File: src/rtl/writeback_pkg.sv
// Shared constants and types for the writeback stage: opcode and funct3 codes,
// exception causes, datapath widths and the load-align response struct.
package writeback_pkg;

  localparam int WB_XLEN       = 32;
  localparam int WB_REG_ADDR_W = 5;
  localparam int WB_EX_W       = 4;
  localparam int WB_CNT_W      = 64;

  localparam logic [4:0] OP_LOAD = 5'b00000;

  localparam logic [2:0] F3_LB  = 3'b000;
  localparam logic [2:0] F3_LH  = 3'b001;
  localparam logic [2:0] F3_LW  = 3'b010;
  localparam logic [2:0] F3_LBU = 3'b100;
  localparam logic [2:0] F3_LHU = 3'b101;

  localparam logic [WB_EX_W-1:0] CAUSE_ILLEGAL     = 4'd2;
  localparam logic [WB_EX_W-1:0] CAUSE_LD_MISALIGN = 4'd4;

  typedef enum logic {RUN = 1'b0, TRAP = 1'b1} wb_state_e;

  typedef struct packed {
    logic [WB_XLEN-1:0] data;
    logic               misaligned;
    logic               illegal;
  } align_rsp_t;

endpackage

File: src/rtl/writeback_load_align.sv
// Combinational load alignment: picks the byte/half/word out of a little-endian
// dmem word, sign/zero-extends it, and flags misaligned or undefined sizes.
module writeback_load_align
  import writeback_pkg::*;
(
  input  logic [2:0]         funct,
  input  logic [1:0]         addr_lo,
  input  logic [WB_XLEN-1:0] word,
  output align_rsp_t         rsp
);

  logic [7:0]  byte_v;
  logic [15:0] half_v;

  // select lane by address, then extend according to funct3
  always_comb begin
    byte_v = word[{addr_lo, 3'b000} +: 8];
    half_v = addr_lo[1] ? word[31:16] : word[15:0];
    rsp    = '0;
    case (funct)
      F3_LB:  rsp.data = {{(WB_XLEN-8){byte_v[7]}}, byte_v};
      F3_LBU: rsp.data = {{(WB_XLEN-8){1'b0}}, byte_v};
      F3_LH: begin
        rsp.data       = {{(WB_XLEN-16){half_v[15]}}, half_v};
        rsp.misaligned = addr_lo[0];
      end
      F3_LHU: begin
        rsp.data       = {{(WB_XLEN-16){1'b0}}, half_v};
        rsp.misaligned = addr_lo[0];
      end
      F3_LW: begin
        rsp.data       = word;
        rsp.misaligned = (addr_lo != 2'b00);
      end
      default: rsp.illegal = 1'b1;
    endcase
  end

endmodule

File: src/rtl/writeback.sv
// Final pipeline stage: register-file write with load alignment, bypass data,
// retire counter, and conversion of exceptions into a held trap + flush.
module writeback
  import writeback_pkg::*;
#(
  parameter int CNT_W = WB_CNT_W
) (
  input  logic                     clk,
  input  logic                     reset,
  input  logic                     pipeline_in_valid,
  input  logic                     nop_instr_in,
  input  logic [4:0]               opcode_in,
  input  logic [2:0]               funct_in,
  input  logic [1:0]               addr_lo_in,
  input  logic [WB_XLEN-1:0]       result_in,
  input  logic [WB_REG_ADDR_W-1:0] rd_addr_in,
  input  logic [WB_EX_W-1:0]       exception_in,
  input  logic                     exception_in_valid,
  input  logic                     stall_in,
  input  logic                     trap_ack,
  output logic                     rf_wr_enable,
  output logic [WB_REG_ADDR_W-1:0] rf_wr_addr,
  output logic [WB_XLEN-1:0]       rf_wr_data,
  output logic                     trap_req,
  output logic [WB_EX_W-1:0]       trap_cause,
  output logic                     flush_out,
  output logic                     stall_out,
  output logic [CNT_W-1:0]         instret
);

  wb_state_e           state_q, state_d;
  align_rsp_t          ld;
  logic                is_load, accept, exc, retire, wr, ack;
  logic [WB_EX_W-1:0]  cause;

  writeback_load_align u_load_align (
    .funct   (funct_in),
    .addr_lo (addr_lo_in),
    .word    (result_in),
    .rsp     (ld)
  );

  // accept/exception decode; upstream cause wins over locally detected ones
  always_comb begin
    is_load = (opcode_in == OP_LOAD);
    accept  = (state_q == RUN) && pipeline_in_valid && !stall_in;
    exc     = 1'b1;
    cause   = exception_in;
    if (exception_in_valid)           cause = exception_in;
    else if (is_load && ld.illegal)    cause = CAUSE_ILLEGAL;
    else if (is_load && ld.misaligned) cause = CAUSE_LD_MISALIGN;
    else begin
      exc   = 1'b0;
      cause = '0;
    end
    retire = accept && !nop_instr_in && !exc;
    wr     = retire && (rd_addr_in != '0);
    // a stalled stage is frozen, so an ack seen under stall is not taken
    ack    = (state_q == TRAP) && trap_ack && !stall_in;
  end

  // next state: trap on an accepted exception, leave TRAP on ack
  always_comb begin
    state_d = state_q;
    case (state_q)
      RUN:     if (accept && exc) state_d = TRAP;
      TRAP:    if (ack)           state_d = RUN;
      default: state_d = RUN;
    endcase
  end

  // state register
  always_ff @(posedge clk) begin
    if (reset) state_q <= RUN;
    else       state_q <= state_d;
  end

  // write port, retire counter and trap request
  always_ff @(posedge clk) begin
    if (reset) begin
      rf_wr_enable <= 1'b0;
      rf_wr_addr   <= '0;
      rf_wr_data   <= '0;
      trap_req     <= 1'b0;
      trap_cause   <= '0;
      instret      <= '0;
    end else begin
      rf_wr_enable <= wr;
      if (retire) begin
        rf_wr_addr <= rd_addr_in;
        rf_wr_data <= is_load ? ld.data : result_in;
        instret    <= instret + CNT_W'(1);
      end
      if (accept && exc) begin
        trap_req   <= 1'b1;
        trap_cause <= cause;
      end else if (ack) begin
        trap_req   <= 1'b0;
      end
    end
  end

  // flush comes straight from the state register; stall also reflects stall_in
  assign flush_out = (state_q == TRAP);
  assign stall_out = (state_q == TRAP) || stall_in;

endmodule

File: config.mk
export PLATFORM = sky130hd
export DESIGN_NAME = writeback
export DESIGN_NICKNAME = d
export VERILOG_FILES = /design/src/rtl/writeback_pkg.sv /design/src/rtl/writeback_load_align.sv /design/src/rtl/writeback.sv
export SDC_FILE = /design/constraint.sdc
export NUM_CORES = 1
export LEC_CHECK = 0
export ABC_AREA = 1
export CELL_PAD_IN_SITES_DETAIL_PLACEMENT = 0
export CELL_PAD_IN_SITES_GLOBAL_PLACEMENT = 1
export CORE_MARGIN = 10
export CORE_UTILIZATION = 36
export CTS_CLUSTER_SIZE = 40
export DETAILED_ROUTE_END_ITERATION = 8
export GPL_ROUTABILITY_DRIVEN = 0
export MAX_ROUTING_LAYER = met4
export PLACE_DENSITY_LB_ADDON = 0.1
export SYNTH_ARGS = -nofsm -noshare
export SYNTH_HDL_FRONTEND = slang
export SYNTH_SLANG_ARGS = --single-unit
File: constraint.sdc
create_clock -name clk -period 5.63 [get_ports clk]
set_clock_uncertainty 0.1 [all_clocks]
set_input_delay 1.126 -clock clk [delete_from_list [all_inputs] [get_ports clk]]
set_output_delay 1.126 -clock clk [all_outputs]
set_load 0.1 [all_outputs]
* Word level (Yosys, flattened, before mapping)
Index checks and enable logic that the tools add are counted.
** Word-level totals
- Register bits after elaboration :: 108
- Latch bits :: 0
- RAM bits :: 0
- Memory bits (read-only) :: 0
- Input port bits :: 58
- Output and inout bits :: 109
- Word-level logic and storage cells :: 51
- Memories kept :: 0
** Cells by class
- Add/sub/neg operators :: 1
- Multiply operators :: 0
- Divide/modulo/power cells :: 0
- Magnitude comparators :: 0
- Eq/ne operators :: 4
- Shifts and indexed selects :: 1
- Multiplexer cells :: 16
- Bitwise logic cells :: 1
- Reductions and logical operators :: 21
** Operators by type and width (count)
- one-hot mux 32 bit (5 select lines) :: 1
- adder 64 x 1 -> 64 bit (second input constant) :: 1
- 2-to-1 mux 32 bit :: 1
- indexed part select 32 x 6 -> 8 bit :: 1
- 2-to-1 mux 16 bit :: 1
- logical AND 1 bit :: 10
- 2-to-1 mux 1 bit :: 8
- == test 3 bit (second input constant) :: 2
- 2-to-1 mux 3 bit :: 2
- logical NOT 5 bit :: 1
- nonzero test 5 bit :: 1
- OR reduction 5 bit :: 1
- 2-to-1 mux 4 bit :: 1
- one-hot mux 1 bit (2 select lines) :: 2
- nonzero test 2 bit :: 2
- == test 3 x 1 -> 1 bit (second input constant) :: 1
- == test 3 x 2 -> 1 bit (second input constant) :: 1
- logical NOT 1 bit :: 3
- logical NOT 3 bit :: 1
- OR reduction 2 bit :: 1
- logical OR 1 bit :: 1
- inverter 1 bit :: 1

* Depth between registers and ports, before layout
- Depth after elaboration :: 10
- Gate-level depth with buffers :: 12
- Gate-level depth less buffers :: 11

* Cells and area by module
From an unflattened synthesis, not the netlist that was laid out.
** Second synthesis, totals
- Cells, all modules :: 1183
- Area, all modules :: 6841.6 um^2
** Modules (own cells, without submodules)
- writeback :: times used 1, cells an instance 963, area an instance 5909.4 um^2, seq. area each 2162.1 um^2
- writeback_load_align :: times used 1, cells an instance 220, area an instance 932.1 um^2, seq. area each 0.0 um^2

* Worst setup path before layout
OpenSTA, ideal clock, no wires.
- Path kind :: input-to-output
- Start :: in stall_in
- End :: out stall_out
- Arrival time :: 1811 ps
- Data required time :: 4404 ps
- Setup slack :: 2593 ps
- Stages on the path :: 2
- Buffers on the path :: 0
- Cell sequence :: inv_1 nand2_1
** On the way
- Word-level cells in the longest chain between the ends :: 1
** RTL lines
- start: declaration :: line writeback.sv:19 : input logic stall_in,
- logical OR 1 bit :: line writeback.sv:105 : assign stall_out = (state_q == TRAP) || stall_in;
- end: declaration :: line writeback.sv:27 : output logic stall_out,
No other way between the ends.

* Worst setup path after layout
Ends and elaborated chain as after synthesis.

==> flow_metrics.env <==
export IMPL_status="completed"
export IMPL_final_setup_viol_count=0
export IMPL_async_flop_share=0
export IMPL_avgSynthCellArea_um2=6.12
export IMPL_vias=7165
export IMPL_synth_seq_area_share=0.329
export IMPL_antenna_found_initial=0
export IMPL_slowest_stage="clkdlybuf4s50_1"
export IMPL_endpoint_kind="output port"
export IMPL_p_leak_uw=0.00316
export IMPL_crit_arrival_ns=2.81
export IMPL_grt_max_degree=71
export IMPL_fmax_mhz=247
export IMPL_postRouteAntennaNets=0
export IMPL_cp_top_family="buffers and inverters"
export IMPL_cts_tree="yes"
export IMPL_drcViolationCount=0
export IMPL_htreeDepth=3
export IMPL_reg2reg_from="flush_out"
export IMPL_postCtsSetupRepairBufs=0
export IMPL_dp_slack_ns=1.44
export IMPL_hold_path_class="reg2reg"
export IMPL_antenna_cells=0
export IMPL_cpMostUsedCell="clkdlybuf4s50_1"
export IMPL_cts_sinks=108
export IMPL_nFillCells=1926
export IMPL_grt_usage=0.193
export IMPL_post_dp_hpwl_um=17300
export IMPL_tightest_slew_ns=1.05
export IMPL_pin_count=167
export IMPL_grt_pass1_wl_um=36900
export IMPL_initial_core_util=0.366
export IMPL_root_buffer="clkbuf_16"
export IMPL_finalHoldViolations=0
export IMPL_cts_resized_gates=0
export IMPL_area_growth_pct=31.4
export IMPL_numPortBuffers=166
export IMPL_crit_path_start="stall_in"
export IMPL_synth_distinct_cells=40
export IMPL_cts_buffer_depth=2
export IMPL_critical_path_class="in2out"
export IMPL_clkTransAtPathRegs_ns=0.07
export IMPL_drtPass1Iterations=4
export IMPL_setup_slack_ns=1.59
export IMPL_ys_flop_type="dfxtp_1"
export IMPL_grt_pass1_vias=6844
export IMPL_drt_iter0_drc=530
export IMPL_worst_path_max_fanout=3
export IMPL_ir_drop_v=0.000150
export IMPL_vias_per_cell=4.94
export IMPL_postSynthCellCount=1075
export IMPL_synth_nets=1134
export IMPL_critPathMaxStageDelay_ns=1.13
export IMPL_synth_top_cell_by_area="dfxtp_1"
export IMPL_die_w_um=155
export IMPL_period_share=0.718
export IMPL_worstPathCellList="clkdlybuf4s50_1 -> inv_1 -> nand2_1 -> clkdlybuf4s50_1"
export IMPL_grt_setup_unrepaired="no"
export IMPL_fin_crit_ns=4.04
export IMPL_fp_row_count=49
export IMPL_drv_cap=0
export IMPL_yosys_register_bits=108
export IMPL_synth_warnings=0
export IMPL_cp_num_buf_inv=3
export IMPL_clkLatencyLatePin_ns=0.36
export IMPL_relSlewSlack=0.296
export IMPL_die_height_um=155
export IMPL_cts_made_buffers=9
export IMPL_synth_area_leaders="dfxtp_1, nand2_1, nor2_1"
export IMPL_ctsHoldBuffers=0
export IMPL_tns_ns=0
export IMPL_cp_required_ns=4.40
export IMPL_dieArea_mm2=0.0241
export IMPL_synth_top_area_frac=0.329
export IMPL_grt_overflow_total=0
export IMPL_syn_area_mm2=0.00658
export IMPL_power_density_mw_per_mm2=199
export IMPL_routedWlPerCell_um=15.8
export IMPL_drt_total_wl_um=23000
export IMPL_hold_path_startpoint="trap_cause[3]"
export IMPL_nNetsFinal=1276
export IMPL_startpoint_type="input port"
export IMPL_drv_slew=0
export IMPL_core_area_mm2=0.0180
export IMPL_synth_edf_count=0
export IMPL_final_layout_size_suffix_gt1_frac=0.0532
cell usage after synthesis (8+ instances only):
cell type	instances
a21oi_1	104
nor3_1	30
clkbuf_1	15
inv_1	103
nand3_1	69
buf_2	14
nand2_1	280
nor2_2	11
o21ai_0	75
nand3_2	8
nor2_1	178
nand4_1	13
dfxtp_1	108
layer usage:
metal,global-route usage,vias to the layer above,wire length (um)
met3,0.0444,22,1320
met4,0.0468,0,351
met1,0.251,3226,11100
li1,-,3750,-
met2,0.296,167,10300
met5,-,-,0
worst min-delay path, delay by kind of cell, from the launching register on:
family	cells	cell delay (ns)
and+or+nand+nor	1	0.06
AOI/OAI and AO/OA	1	0.05
DFF	1	0.31
report_power, final:
group          internal [uW]  switching [uW]
sequential               774            5.86
clock                    353             325
combinational           83.0             175
area by class of cell:
class / instances / area, um^2 / share of cell area
inverters: 105 / 394 / 0.0456
multi-input cells: 820 / 3770 / 0.437
repair buffers: 173 / 1710 / 0.198
flip-flops and latches: 108 / 2160 / 0.250
well taps: 229 / 287 / 0.0332
clock inverters: 7 / 82.6 / 0.00956
clock buffers: 9 / 225 / 0.0261
registers in the layout, indices dropped and copies added (netlist names):
signal,count
flush_out,1
rf_wr_data,32
trap_req,1
rf_wr_addr,5
instret,64
trap_cause,4
rf_wr_enable,1
through the flow:
| stage | area, um^2 | util | total power [uW] | std cells | hold WS (ns) |
|---|---|---|---|---|---|
| 6_report | 8640 | 0.481 | 1720 | 1451 | 0.364 |
| 5_1_grt | 8640 | 0.481 | 1790 | 1451 | 0.388 |
| 4_1_cts | 8640 | 0.481 | 1740 | 1451 | 0.368 |
| 3_5_place_dp | 8330 | 0.464 | 1060 | 1435 | 0.355 |
| 3_3_place_gp | 8330 | 0.464 | 1060 | 1435 | 0.349 |
| 2_1_floorplan | 6580 | - | 965 | 1075 | 0.800 |
cell usage in the layout (no fill, tap or decap), types with 2 or more instances in the layout:
| cell | count |
|---|---|
| nand4_2 | 2 |
| a21oi_1 | 104 |
| nand2_2 | 5 |
| nand2_1 | 280 |
| nand3_2 | 8 |
| nor2_4 | 7 |
| inv_6 | 2 |
| a31oi_1 | 2 |
| dfxtp_1 | 108 |
| nor2_2 | 11 |
| nand3b_1 | 3 |
| inv_2 | 3 |
| xor2_1 | 3 |
| xnor2_1 | 2 |
| nand4_1 | 13 |
| clkbuf_16 | 9 |
| buf_4 | 7 |
| clkdlybuf4s50_1 | 166 |
| a211oi_1 | 2 |
| nor3_1 | 30 |
| nor4_1 | 3 |
| nor2_1 | 178 |
| and2_1 | 3 |
| o21ai_1 | 5 |
| o211ai_1 | 4 |
| clkinvlp_4 | 2 |
| o21ai_0 | 75 |
| inv_1 | 102 |
| o21ai_2 | 2 |
| nand3_1 | 69 |
kinds of logic after synthesis:
| family | after synthesis | share of synthesized area |
|---|---|---|
| flip-flops | 108 | 0.329 |
| adder cells (fa/ha/maj) | 1 | 0.00190 |
| AND/OR/NAND/NOR | 617 | 0.411 |
| buffers and inverters | 147 | 0.0971 |
| AO/OA/AOI/OAI | 197 | 0.155 |
| XOR/XNOR | 5 | 0.00666 |
final timing paths:
kind                   endpoint  slack (ns)  depth (start not counted)
setup / recovery      stall_out        1.59                          4
setup reg to reg    instret[37]        3.06                          8
hold reg to reg   trap_cause[3]        0.36                          2
hold / removal    trap_cause[3]        0.36                          2
(Power assumes the default switching activity.)
